### config.mk
export PLATFORM = sky130hd
export DESIGN_NAME = clint_irq_flat
export DESIGN_NICKNAME = d
export VERILOG_FILES = /design/src/rtl/clint_irq_if.sv /design/src/rtl/clint_irq.sv /design/src/flat_wrapper.sv
export SDC_FILE = /design/constraint.sdc
export NUM_CORES = 1
export LEC_CHECK = 0
export ABC_AREA = 1
export ABC_CLOCK_PERIOD_IN_PS = 3900
export CAP_MARGIN = 25
export CELL_PAD_IN_SITES_DETAIL_PLACEMENT = 2
export CELL_PAD_IN_SITES_GLOBAL_PLACEMENT = 2
export CORE_MARGIN = 1
export CORE_UTILIZATION = 38
export CTS_BUF_LIST = sky130_fd_sc_hd__clkbuf_8
export DETAILED_ROUTE_END_ITERATION = 8
export GPL_ROUTABILITY_DRIVEN = 0
export PLACE_DENSITY_LB_ADDON = 0.1
export SLEW_MARGIN = 20
export SYNTH_ARGS = -nofsm -noshare
export SYNTH_HDL_FRONTEND = slang
export SYNTH_SLANG_ARGS = --single-unit
### constraint.sdc
create_clock -name clk_in -period 3.9 [get_ports clk_in]
set_input_delay 0.585 -clock clk_in [delete_from_list [all_inputs] [get_ports clk_in]]
set_output_delay 0.585 -clock clk_in [all_outputs]
set_load 0.02 [all_outputs]
### src/rtl/clint_irq_if.sv
// Register-access bus for clint_irq: a request held until a one-cycle ack,
// with read data valid while ack is high.
`timescale 1ns/1ps
interface clint_irq_if;
  logic        req;
  logic        wr;
  logic [2:0]  addr;
  logic [31:0] wdata;
  logic [31:0] rdata;
  logic        ack;

  modport master (output req, wr, addr, wdata, input rdata, ack);
  modport slave  (input req, wr, addr, wdata, output rdata, ack);
endinterface

### src/rtl/clint_irq.sv
// Core-local interruptor: msip register, prescaled 64-bit mtime with mtimecmp
// compare driving mtip, and a synchronized level/edge external interrupt.
`timescale 1ns/1ps
module clint_irq #(
  parameter int unsigned TICK_DIV     = 1,
  parameter logic [63:0] MTIMECMP_RST = 64'hFFFF_FFFF_FFFF_FFFF
) (
  input  logic        clk_in,
  input  logic        reset_in,
  clint_irq_if.slave  bus,
  input  logic        ext_src,
  output logic        msip,
  output logic        mtip,
  output logic        ext_irq
);

  localparam logic [2:0] A_MSIP     = 3'd0;
  localparam logic [2:0] A_CMP_LO   = 3'd1;
  localparam logic [2:0] A_CMP_HI   = 3'd2;
  localparam logic [2:0] A_TIME_LO  = 3'd3;
  localparam logic [2:0] A_TIME_HI  = 3'd4;
  localparam logic [2:0] A_EXT_CTRL = 3'd5;
  localparam logic [2:0] A_EXT_PEND = 3'd6;
  localparam logic [15:0] PRESC_MAX = 16'(TICK_DIV - 1);

  typedef enum logic {S_IDLE, S_ACK} state_t;

  state_t      r_state, w_state_nxt;
  logic        w_ack, w_access, w_wr, w_rd;
  logic [31:0] r_rdata, w_rd_val;

  logic        r_msip, r_mtip;
  logic [15:0] r_presc, w_presc_nxt;
  logic [63:0] r_mtime, w_mtime_nxt, r_mtimecmp;
  logic        w_tick;

  logic        r_sync1, r_sync2, r_sync3;
  logic        r_en, r_mode, r_pend, r_ext_irq;
  logic        w_en_nxt, w_mode_nxt, w_pend_nxt, w_ctrl_wr, w_clr, w_rise;

  // NOTE: every always_comb output is given a default first so no path infers a latch.
  always_comb begin
    w_state_nxt = S_IDLE;
    w_ack       = 1'b0;
    case (r_state)
      S_IDLE: if (bus.req) w_state_nxt = S_ACK;
      S_ACK:  w_ack = 1'b1;
    endcase
  end

  // NOTE: sequential state uses non-blocking assignments so every flop samples pre-edge values.
  always_ff @(posedge clk_in or negedge reset_in) begin
    if (!reset_in) r_state <= S_IDLE;
    else           r_state <= w_state_nxt;
  end

  assign w_access = (r_state == S_IDLE) && bus.req;
  assign w_wr     = w_access && bus.wr;
  assign w_rd     = w_access && !bus.wr;

  // A write to either mtime half wins over the tick; the other half is left alone.
  always_comb begin
    w_tick      = (r_presc == PRESC_MAX);
    w_presc_nxt = w_tick ? 16'd0 : r_presc + 16'd1;
    w_mtime_nxt = r_mtime;
    if (w_wr && bus.addr == A_TIME_LO)      w_mtime_nxt[31:0]  = bus.wdata;
    else if (w_wr && bus.addr == A_TIME_HI) w_mtime_nxt[63:32] = bus.wdata;
    else if (w_tick)                        w_mtime_nxt        = r_mtime + 64'd1;
  end

  always_ff @(posedge clk_in or negedge reset_in) begin
    if (!reset_in) begin
      r_presc    <= 16'd0;
      r_mtime    <= 64'd0;
      r_mtimecmp <= MTIMECMP_RST;
      r_mtip     <= 1'b0;
      r_msip     <= 1'b0;
    end else begin
      r_presc <= w_presc_nxt;
      r_mtime <= w_mtime_nxt;
      r_mtip  <= (r_mtime >= r_mtimecmp);
      if (w_wr) begin
        case (bus.addr)
          A_MSIP:   r_msip            <= bus.wdata[0];
          A_CMP_LO: r_mtimecmp[31:0]  <= bus.wdata;
          A_CMP_HI: r_mtimecmp[63:32] <= bus.wdata;
          default:  ;
        endcase
      end
    end
  end

  assign w_rise    = r_sync2 && !r_sync3;
  assign w_ctrl_wr = w_wr && bus.addr == A_EXT_CTRL;
  assign w_en_nxt  = w_ctrl_wr ? bus.wdata[0] : r_en;
  assign w_mode_nxt = w_ctrl_wr ? bus.wdata[1] : r_mode;
  assign w_clr     = w_wr && bus.addr == A_EXT_PEND && bus.wdata[0];

  // A mode change flushes pending; in edge mode a new edge beats a coincident clear.
  always_comb begin
    w_pend_nxt = r_pend;
    if (w_mode_nxt != r_mode) w_pend_nxt = 1'b0;
    else if (!r_mode)         w_pend_nxt = r_sync2;
    else if (w_rise)          w_pend_nxt = 1'b1;
    else if (w_clr)           w_pend_nxt = 1'b0;
  end

  always_ff @(posedge clk_in or negedge reset_in) begin
    if (!reset_in) begin
      r_sync1   <= 1'b0;
      r_sync2   <= 1'b0;
      r_sync3   <= 1'b0;
      r_en      <= 1'b0;
      r_mode    <= 1'b0;
      r_pend    <= 1'b0;
      r_ext_irq <= 1'b0;
    end else begin
      r_sync1   <= ext_src;
      r_sync2   <= r_sync1;
      r_sync3   <= r_sync2;
      r_en      <= w_en_nxt;
      r_mode    <= w_mode_nxt;
      r_pend    <= w_pend_nxt;
      r_ext_irq <= w_en_nxt && w_pend_nxt;
    end
  end

  always_comb begin
    w_rd_val = 32'd0;
    case (bus.addr)
      A_MSIP:     w_rd_val = {31'd0, r_msip};
      A_CMP_LO:   w_rd_val = r_mtimecmp[31:0];
      A_CMP_HI:   w_rd_val = r_mtimecmp[63:32];
      A_TIME_LO:  w_rd_val = r_mtime[31:0];
      A_TIME_HI:  w_rd_val = r_mtime[63:32];
      A_EXT_CTRL: w_rd_val = {30'd0, r_mode, r_en};
      A_EXT_PEND: w_rd_val = {31'd0, r_pend};
      default:    w_rd_val = 32'd0;
    endcase
  end

  always_ff @(posedge clk_in or negedge reset_in) begin
    if (!reset_in)  r_rdata <= 32'd0;
    else if (w_rd)  r_rdata <= w_rd_val;
  end

  assign bus.ack   = w_ack;
  assign bus.rdata = r_rdata;
  assign msip      = r_msip;
  assign mtip      = r_mtip;
  assign ext_irq   = r_ext_irq;

endmodule

### src/flat_wrapper.sv
// flat-port wrapper written by rule: the top's interface ports become plain ports
module clint_irq_flat 
#(
  parameter int unsigned TICK_DIV     = 1,
  parameter logic [63:0] MTIMECMP_RST = 64'hFFFF_FFFF_FFFF_FFFF
)
  (clk_in, reset_in, ext_src, msip, mtip, ext_irq, bus_req, bus_wr, bus_addr, bus_wdata, bus_rdata, bus_ack);
  clint_irq_if bus_i ();
  input  logic clk_in;
  input  logic reset_in;
  input  logic ext_src;
  output logic msip;
  output logic mtip;
  output logic ext_irq;
  input wire logic [$bits(bus_i.req)-1:0] bus_req;
  input wire logic [$bits(bus_i.wr)-1:0] bus_wr;
  input wire logic [$bits(bus_i.addr)-1:0] bus_addr;
  input wire logic [$bits(bus_i.wdata)-1:0] bus_wdata;
  output wire logic [$bits(bus_i.rdata)-1:0] bus_rdata;
  output wire logic [$bits(bus_i.ack)-1:0] bus_ack;
  assign bus_i.req = bus_req;
  assign bus_i.wr = bus_wr;
  assign bus_i.addr = bus_addr;
  assign bus_i.wdata = bus_wdata;
  assign bus_rdata = bus_i.rdata;
  assign bus_ack = bus_i.ack;
  clint_irq #(.TICK_DIV(TICK_DIV), .MTIMECMP_RST(MTIMECMP_RST)) u_core (.clk_in(clk_in), .reset_in(reset_in), .bus(bus_i), .ext_src(ext_src), .msip(msip), .mtip(mtip), .ext_irq(ext_irq));
endmodule
Yosys cells after proc, flatten, opt, wreduce, memory -nomap -nowiden
Cells that the tools add are included.
{"block": "totals", "elab_cells": 65, "reg_bits": 186, "in_bits": 40}
{"block": "classes", "magnitude_cmp": 1, "reduce_logical": 21, "n_mux": 15, "n_bitwise": 2, "add_sub_neg": 2, "eq_ne": 8}
{"operator": "$pmux 32 s7", "count": 1}
{"operator": "$mux 32", "count": 3}
{"operator": "$add 64x1->64 const B", "count": 1}
{"operator": "$ge 64x64->1", "count": 1}
{"operator": "$mux 64", "count": 1}
{"operator": "$add 16x1->16 const B", "count": 1}
{"operator": "$logic_not 16->1", "count": 1}
{"operator": "$mux 16", "count": 1}
{"operator": "$logic_and 1x1->1", "count": 10}
{"operator": "$reduce_and 2->1", "count": 5}
{"operator": "$eq 3x3->1 const B", "count": 3}
{"operator": "$mux 1", "count": 9}
{"operator": "$eq 3x2->1 const B", "count": 2}
{"operator": "$reduce_bool 2->1", "count": 2}
{"operator": "$eq 3x1->1 const B", "count": 1}
{"operator": "$logic_not 3->1", "count": 1}
{"operator": "$logic_not 1->1", "count": 2}
{"operator": "$ne 2x1->1 const B", "count": 1}
{"operator": "$not 1->1", "count": 2}
{"operator": "$ne 1x1->1", "count": 1}

Depth between registers and ports, before layout
Gate-level depths: netlist of run 1.
{"block": "logic_depth", "ltp_word": 10, "ltp_mapped": 15, "depth_no_buf": 15}

Worst setup path after synthesis of run 1
OpenSTA, ideal clock, no wires.
{"block": "synth_path", "kind": "in2reg", "start": "in bus_addr[0]", "end": "reg u_core.r_mtime[12]", "n_path_buf": 4, "arrival_time_ns": 1.712, "slack_ns": 2.064, "path_stages": 10, "setup_time_ns": 0.124, "cell_sequence": "buf_2 -> nor3_4 -> nand2_1 -> buf_2 -> nand2_2 -> nor2_1 -> buf_4 -> buf_6 -> nand2_1 -> nand3_1"}
{"block": "synth_between", "elab_chain_len": 4, "elab_cells_between_ends": 8, "cone_classes": "eq/ne: 3; mux: 1; reduce/logical: 4"}
{"item": "from (decl)", "line": "flat_wrapper.sv:17", "source": "input wire logic [$bits(bus_i.addr)-1:0] bus_addr;"}
{"item": "$eq 3x3->1 / $eq 3x2->1 (equally long branches)", "line": "clint_irq.sv:67, clint_irq.sv:66"}
{"item": "$logic_and 1x1->1, on equally long branches", "line": "clint_irq.sv:67, clint_irq.sv:66"}
{"item": "$ne 2x1->1 (no source line) / $reduce_bool 2->1 (equally long branches)"}
{"item": "$reduce_and 2->1 (no source line)"}
{"item": "to (signal assigned)", "line": "clint_irq.sv:80", "source": "r_mtime <= w_mtime_nxt;"}
{"item": "to (decl)", "line": "clint_irq.sv:34", "source": "logic [63:0] r_mtime, w_mtime_nxt, r_mtimecmp;"}
Several ways; a longest one is shown, not always the timed one.
A chain may end at the register's enable or synchronous reset.

Worst setup path after layout of run 1
{"block": "layout_path", "start": "reg u_core.r_mtimecmp[61]", "end": "reg u_core.r_mtip (netlist: u_core.mtip)"}
{"block": "layout_between", "elab_chain_len": 1}
{"item": "from (decl)", "line": "clint_irq.sv:34"}
{"item": "from (signal assigned)", "line": "clint_irq.sv:86", "source": "A_CMP_HI: r_mtimecmp[63:32] <= bus.wdata;"}
{"item": "$ge 64x64->1", "line": "clint_irq.sv:81", "source": "r_mtip <= (r_mtime >= r_mtimecmp);"}
{"item": "to (signal assigned)", "line": "clint_irq.sv:81"}
{"item": "to (decl)", "line": "clint_irq.sv:32", "source": "logic r_msip, r_mtip;"}
No other way between the ends.

==> results by group, run 1 <==
Status
  • Run status: finished clean

Power and ir drop
  • Maximum vdd drop: 0.201 mV
  • Static leakage power: 6.44 nW
  • Power density normalized to cell area: 531 nW/um^2

Die
  • Number of I/O pins: 76
  • Standard-cell rows: 65
  • Die footprint: 32900 um^2
  • Initial Util: 38.7%
  • Placeable Area: 31600 um^2
  • Horiz. Die Dim: 181 um
  • Die Y-Extent: 181 um

Cells and area
  • Area used by multi-input combinational logic: 6520 um^2
  • Final design instance area without fill: 13800 um^2
  • FF+latch area: 4730 um^2
  • Total of fill cells in the finished design: 3828
  • Number of antenna cells inserted: 0
  • Fraction of final layout cells sized beyond drive strength 1: 8.56%
  • Growth of design area from synthesis to finish: 13.2%
  • Final layout net count: 1916

Route
  • Number of antenna-violating nets in the routed design: 0
  • Iteration-0 DRC Markers: 644
  • Via count: 12400
  • Wire length after detailed routing: 51.0 mm
  • Mean number of vias per cell: 5.58
  • Residual DRC count: 0
  • Detailed Routing Iterations Pass 1: 5
  • Average wire per cell in the routed design: 22.9 um

CTS
  • Clock root buffer: sky130_fd_sc_hd__clkbuf_8
  • Cts-stage hold buffer count: 0
  • Max Root-Sink Buffers: 2
  • TritonCTS Buffers: 17
  • H-Tree Level Count: 4
  • Clock slew at the register clock pins of the worst setup and hold paths: 90 ps
  • TritonCTS clock tree: built
  • Resized cells post-CTS: 0
  • Worst skew pair latency: 520 ps
  • Sink count of the clock tree: 186
  • Buffers inserted by post-CTS timing repair: 0

Place
  • Port-buffer cells: 75
  • Final HPWL from detailed placement: 39.1 mm
  • Area of placed instances: 13400 um^2

Synth
  • Syn nets: 1855
  • Xor and xnor fraction of the mapped netlist area: 2.08%
  • Seq/Total Area, Yosys: 38.7%
  • Avg Cell Area, Syn: 7.00 um^2
  • Arithmetic-cell share of the synthesized area counting full adders, half adders and majority gates: 6.85%
  • Flops & latches, synth: 186
  • Count of unique library cells instantiated by Yosys: 41
  • Compound-cell area share of the yosys netlist: 10.4%
  • Cell area after synthesis: 12200 um^2
  • Simple-gate portion of the synthesized area: 33.8%
  • Mux share of post-synthesis cell area: 0%
  • Number of synthesis warnings: 0
  • Combinational family with the most area after synthesis: simple AND/OR/NAND/NOR gates
  • Number of instances in the synthesized netlist: 1748

Min path
  • HP Class: input port to async pin

Global route
  • Number of global-route vias before repair: 13700
  • Total congestion overflow after global routing: 0
  • First-pass GRT wire length: 79.8 mm
  • Pin count of the biggest net entering global routing: 87
  • Total Routing Usage GR: 32.0%
  • Number of antenna violations at the first check in global routing: 0

Setup path
  • Type of the worst setup path: flip-flop to flip-flop
  • Type of element launching the critical path: flip-flop
  • CP required: 4340 ps
  • Data arrival at the endpoint of the critical path: 3050 ps
  • Endpoint kind of the worst setup timing path: flip-flop
  • Crit-path max FO: 3
  • Setup slack, reg-to-reg: 1290 ps

Timing
  • Normalized max-slew margin: 46.8%
  • Final max-slew violation count: 0
  • Final period utilization: 67.0%
  • Number of failing hold endpoints at the final stage: 0
  • Setup total negative slack: 0 ps
  • Worst Tran Pin Value: 791 ps
  • Setup violators final: 0
  • Setup clock skew after layout: 21.0 ps
  • Final Critical Period: 2610 ps
  • Setup repair after global routing missed its margin: no
  • Maximum clock frequency: 383 MHz

Flow run
  • # Max-Cap Violations: 0
## Yosys cell counts (all sizes together)
cell       n  area share (%)
nor4       5            0.26
nand3b     7            0.43
dfstp     64              14
o221ai     1           0.072
nand3     86             3.6
xor2      25             1.8
o2111ai   31             2.2
o21a       1           0.061
o22ai      2            0.10
a22oi      1           0.061
inv      195             6.0
ha        67             6.9
nor3      17            0.91
nand2    629              20
o31ai      1           0.061
or2        2            0.10
a21oi     45             1.8
clkbuf    22            0.68
and2       4            0.20
dfrtp    122              25
a21o       1           0.061
nor2     224             7.4
xnor2      4            0.29
buf       31             1.5
nand4     25             1.3
o211ai    20             1.2
o21ai    115             4.7
clkinv     1           0.031
## cell families after synthesis
group	count (synthesis)
compound gates	218
flops	186
xor+xnor	29
buf+inv	249
fa+ha+maj	67
simple gates	999
## cells in the final DEF, fill, tap and decap left out, types with 4 or more instances in the layout
cell type / n
sky130_fd_sc_hd__nor2_2: 10
sky130_fd_sc_hd__nand2_1: 619
sky130_fd_sc_hd__clkdlybuf4s50_1: 74
sky130_fd_sc_hd__clkbuf_8: 22
sky130_fd_sc_hd__buf_4: 17
sky130_fd_sc_hd__nor3_2: 4
sky130_fd_sc_hd__dfstp_2: 64
sky130_fd_sc_hd__nor2_4: 7
sky130_fd_sc_hd__nand3b_1: 7
sky130_fd_sc_hd__o2111ai_1: 31
sky130_fd_sc_hd__a21oi_1: 45
sky130_fd_sc_hd__nand3_1: 83
sky130_fd_sc_hd__o21ai_1: 20
sky130_fd_sc_hd__and2_1: 4
sky130_fd_sc_hd__xnor2_1: 4
sky130_fd_sc_hd__nand2_2: 9
sky130_fd_sc_hd__o21ai_0: 95
sky130_fd_sc_hd__nor2_1: 207
sky130_fd_sc_hd__xor2_1: 25
sky130_fd_sc_hd__ha_1: 67
sky130_fd_sc_hd__nand4_1: 25
sky130_fd_sc_hd__inv_2: 8
sky130_fd_sc_hd__dfrtp_1: 122
sky130_fd_sc_hd__inv_1: 192
sky130_fd_sc_hd__nor3_1: 12
sky130_fd_sc_hd__nor4_1: 5
sky130_fd_sc_hd__o211ai_1: 20
## stage by stage
step	hold WS [ps]	util [%]	setup slack, ps	total power [mW]	std cells
after global placement	335	42.5	1170	5.64	2192
after detailed placement	342	42.5	1020	5.87	2192
after global routing	155	43.8	1110	7.82	2224
after CTS	152	43.8	1270	7.37	2224
final	123	43.8	1290	7.36	2224
after floorplan	289	-	2060	4.62	1748
## area by class of cell
type	count	area share, %
timing repair buffer	95	6.80
sequential	186	34.2
inverter	196	5.31
tap	402	3.63
clock buffer	21	2.09
clock inverter	11	0.940
multi-input combinational	1313	47.0
## flip-flops by register name, summed over array words and instances (netlist names), 16 cells and up
| register | flops |
|---|---|
| u_core.r_mtime | 64 |
| u_core.r_mtimecmp | 64 |
| u_core.bus.rdata | 32 |
| u_core.r_presc | 16 |
## worst paths after layout
check                      cells past startpoint                   from               endpoint
hold / removal                                 1               reset_in         u_core.r_sync2
hold reg to reg                                0         u_core.r_sync1         u_core.r_sync2
max in group asynchronous                      2               reset_in  u_core.r_mtimecmp[59]
min in group clk_in                            0         u_core.r_sync1         u_core.r_sync2
setup / recovery                               9  u_core.r_mtimecmp[61]            u_core.mtip
setup reg to reg                               9  u_core.r_mtimecmp[61]            u_core.mtip
## critical path: stages (launching register included)
cell                      delay [ps]
sky130_fd_sc_hd__dfstp_2         560
sky130_fd_sc_hd__inv_1            60
sky130_fd_sc_hd__ha_1            300
sky130_fd_sc_hd__nand2_1         120
sky130_fd_sc_hd__nor3_1          520
sky130_fd_sc_hd__nand3_1         360
sky130_fd_sc_hd__or2_2           390
sky130_fd_sc_hd__nand2_1          80
sky130_fd_sc_hd__nor2_1           50
sky130_fd_sc_hd__nand2_1          90
## metal layers
layer / GRT usage (%) / routed length, um / vias up
li1: - / - / 5706
met1: 42.7 / 23600 / 6366
met2: 51.8 / 23400 / 262
met3: 6.70 / 2780 / 69
met4: 10.1 / 1210 / 0
met5: 0 / 0 / -
## where the power goes
group / switching [mW] / leakage [nW] / total [mW] / internal [mW]
combinational: 1.67 / 4.02 / 2.65 / 0.975
sequential: 0.739 / 2.19 / 3.26 / 2.52
clock: 0.756 / 0.228 / 1.45 / 0.691
total: 3.17 / 6.44 / 7.36 / 4.19
(Power assumes the default switching activity.)
==> inputs of run 2 (changes only) <==
--- a/config.mk
+++ b/config.mk
@@ -6,12 +6,12 @@
 export NUM_CORES = 1
 export LEC_CHECK = 0
 export ABC_AREA = 1
-export ABC_CLOCK_PERIOD_IN_PS = 3900
+export ABC_CLOCK_PERIOD_IN_PS = 2550
 export CAP_MARGIN = 25
 export CELL_PAD_IN_SITES_DETAIL_PLACEMENT = 2
 export CELL_PAD_IN_SITES_GLOBAL_PLACEMENT = 2
 export CORE_MARGIN = 1
-export CORE_UTILIZATION = 38
+export CORE_UTILIZATION = 35
 export CTS_BUF_LIST = sky130_fd_sc_hd__clkbuf_8
 export DETAILED_ROUTE_END_ITERATION = 8
 export GPL_ROUTABILITY_DRIVEN = 0
==> constraint.sdc (replaced) <==
create_clock -name clk_in -period 2.55 [get_ports clk_in]
set_input_delay 0.3825 -clock clk_in [delete_from_list [all_inputs] [get_ports clk_in]]
set_output_delay 0.3825 -clock clk_in [all_outputs]
set_load 0.02 [all_outputs]
==> run 2 against run 1 <==
  * Worst hold slack improved by 190 ps
  * Power rose by 59%
  * Wire length up 2.8%
  * Clock skew shrank 1.1 ps
  * Sequential share of layout area is 1.2 points lower
  * Critical endpoint unchanged
  * Largest power group unchanged
==> results by group, run 2 (same netlist as run 1, synthesis figures left out) <==
Status
  • Run status: finished clean

Timing
  • Worst Tran Pin Value: 692 ps (-99.4 ps)
  • Normalized max-slew margin: 53.9% (+7.0 points)
  • Setup violators final: 0 (unchanged)
  • Final Hold Slack: 317 ps (+194 ps)
  • Setup repair after global routing missed its margin: no
  • Number of failing hold endpoints at the final stage: 0 (unchanged)
  • Setup total negative slack: 0 ps (unchanged)
  • Final Critical Period: 2320 ps (-296 ps)
  • Setup clock skew after layout: 19.8 ps (-1.15 ps)
  • Final period utilization: 90.8% (+24 points)
  • Final max-slew violation count: 0 (unchanged)
  • Maximum clock frequency: 432 MHz (+13%)

Cells and area
  • Count of non-filler cells in the finished layout: 2323 (+4.5%)
  • Final Util: 41.7% (-2.1 points)
  • Number of antenna cells inserted: 0 (unchanged)
  • Total of fill cells in the finished design: 4124 (+7.7%)
  • Final layout net count: 1962 (+2.4%)
  • Fraction of final layout cells sized beyond drive strength 1: 11.0% (+2.5 points)
  • Most common cell after layout, fill and taps aside: sky130_fd_sc_hd__nand2_1
  • Growth of design area from synthesis to finish: 17.4%
  • Commonest cells after routing, fill and taps aside: sky130_fd_sc_hd__nand2_1 (619), sky130_fd_sc_hd__nor2_1 (207), sky130_fd_sc_hd__inv_1 (187), sky130_fd_sc_hd__dfrtp_1 (122), sky130_fd_sc_hd__o21ai_0 (95)

Power and ir drop
  • Net switching fraction of the power: 42.9% (-0.18 points)
  • Static leakage power: 6.68 nW (+3.7%)
  • Sequential cell fraction of total power: 40.2% (-4.1 points)
  • Part of the power in the clock network: 20.1% (+0.4 points)
  • Net switching component of the power: 5.01 mW (+58%)
  • Share of power burned in combinational logic: 39.7% (+3.7 points)
  • Maximum vdd drop: 0.362 mV (+80%)
  • Power density normalized to cell area: 815 nW/um^2 (+53%)
  • Cell-internal power: 6.68 mW (+59%)

Min path
  • Worst hold path depth: 1
  • Min-delay src: ext_src
  • Min-Delay Endpoint: u_core.r_sync1
  • HP Class: input port to flip-flop

Setup path
  • Reg2reg path depth: 10 (+1)
  • Count of buffering cells on the critical path with inverters included: 1 (unchanged)
  • Kind of cell with the highest combined delay on the critical path: compound AO/OA/AOI/OAI gates
  • Setup slack, reg-to-reg: 230 ps (-1050 ps)
  • Type of the worst setup path: flip-flop to flip-flop
  • Cell seen most often among critical-path stages: sky130_fd_sc_hd__nand2_1
  • Data arrival at the endpoint of the critical path: 2760 ps (-290 ps)
  • Capture instance of the worst register-to-register path: u_core.mtip
  • Crit-path max FO: 2 (-1)
  • CP peak stage delay: 550 ps (about the same)
  • Worst reg2reg startpoint: u_core.r_mtimecmp[35]
  • Critical Path Slowest Stage Cell: sky130_fd_sc_hd__dfstp_2
  • Endpoint kind of the worst setup timing path: flip-flop
  • Critical path, cell by cell: inv_1 -> ha_1 -> nand2_1 -> o21ai_0 -> nand2_1 -> o211ai_1 -> nand2_1 -> nand2_1 -> nor2_1 -> nand2_1
  • CP required: 2990 ps (-1350 ps)
  • Type of element launching the critical path: flip-flop

Place
  • Port-buffer cells: 75 (unchanged)
  • Inst Count DP: 2290 (+4.5%)
  • Final HPWL from detailed placement: 41.4 mm (+6.0%)

CTS
  • Cts-stage hold buffer count: 1 (+1)
  • Worst skew pair latency: 520 ps (about the same)
  • Clock slew at the register clock pins of the worst setup and hold paths: 110 ps (+20 ps)
  • Resized cells post-CTS: 0 (unchanged)
  • Clock root buffer: sky130_fd_sc_hd__clkbuf_8
  • Max Root-Sink Buffers: 2 (unchanged)
  • TritonCTS clock tree: built
  • H-Tree Level Count: 4 (unchanged)
  • TritonCTS Buffers: 17 (unchanged)
  • Sink count of the clock tree: 186 (unchanged)
  • Buffers inserted by post-CTS timing repair: 0 (unchanged)

Global route
  • First-pass GRT wire length: 81.2 mm (+1.8%)
  • Total Routing Usage GR: 30.3% (-1.7 points)
  • Pin count of the biggest net entering global routing: 70 (-20%)
  • Number of antenna violations at the first check in global routing: 1 (+1)
  • Number of global-route vias before repair: 13700 (-0.029%)
  • Total congestion overflow after global routing: 0 (unchanged)

Flow run
  • # Max-Cap Violations: 0 (unchanged)

Route
  • Mean number of vias per cell: 5.42 (-2.9%)
  • Residual DRC count: 0 (unchanged)
  • Average wire per cell in the routed design: 22.6 um (-1.6%)
  • Iteration-0 DRC Markers: 619 (-3.9%)
  • Via count: 12600 (+1.4%)
  • Number of antenna-violating nets in the routed design: 0 (unchanged)
  • Wire length after detailed routing: 52.4 mm (+2.8%)
  • Detailed Routing Iterations Pass 1: 5 (unchanged)

Die
  • Number of I/O pins: 76 (unchanged)
  • Die Y-Extent: 189 um (+4.2%)
  • Horiz. Die Dim: 189 um (+4.2%)
  • Standard-cell rows: 68 (+4.6%)
  • Die footprint: 35700 um^2 (+8.5%)
  • Placeable Area: 34500 um^2 (+8.9%)
  • Initial Util: 35.5% (-3.2 points)
[run 2: cell type report]
| type | count | area, um^2 | share of cell area, % |
|---|---|---|---|
| Inverter | 196 | 736 | 5.13 |
| Clock buffer | 19 | 262 | 1.82 |
| Tap cell | 455 | 569 | 3.97 |
| Clock inverter | 13 | 189 | 1.32 |
| Multi-Input combinational cell | 1313 | 6520 | 45.4 |
| Timing Repair Buffer | 141 | 1350 | 9.39 |
| Sequential cell | 186 | 4730 | 33.0 |
[run 2: how the worst max path moves through the flow]
stage / startpoint / cells past startpoint / to
5_1_grt: u_core.r_mtimecmp[11] / 10 / u_core.mtip
6_report: u_core.r_mtimecmp[35] / 10 / u_core.mtip
3_3_place_gp: bus_addr[0] / 10 / u_core.r_mtime[42]
2_1_floorplan: u_core.r_mtimecmp[61] / 9 / u_core.mtip
3_5_place_dp: bus_wr / 11 / u_core.r_mtime[42]
4_1_cts: u_core.r_mtimecmp[59] / 10 / u_core.mtip
[run 2: per-stage QoR]
step | total power [mW] | area (um^2) | worst slack, ps
finish | 11.7 | 14400 | 235
global route | 12.4 | 14400 | 121
CTS | 11.7 | 14400 | 248
detailed placement | 9.27 | 13900 | 190
global placement | 8.98 | 13900 | 260
floorplan | 7.06 | 12200 | 831
[run 2: power groups by stage]
stage	Clock, mW	Combinational [mW]	Sequential, mW
2_1_floorplan	0	2.46	4.60
3_3_place_gp	0	4.28	4.71
3_5_place_dp	0	4.53	4.74
4_1_cts	2.41	4.63	4.69
5_1_grt	2.49	5.15	4.78
6_report	2.35	4.64	4.70
[run 2: per-layer routing]
layer,wire (um),track usage (%)
met1,25000,42.2
met2,23900,48.6
met3,2560,4.75
met4,1010,8.44
met5,12,0
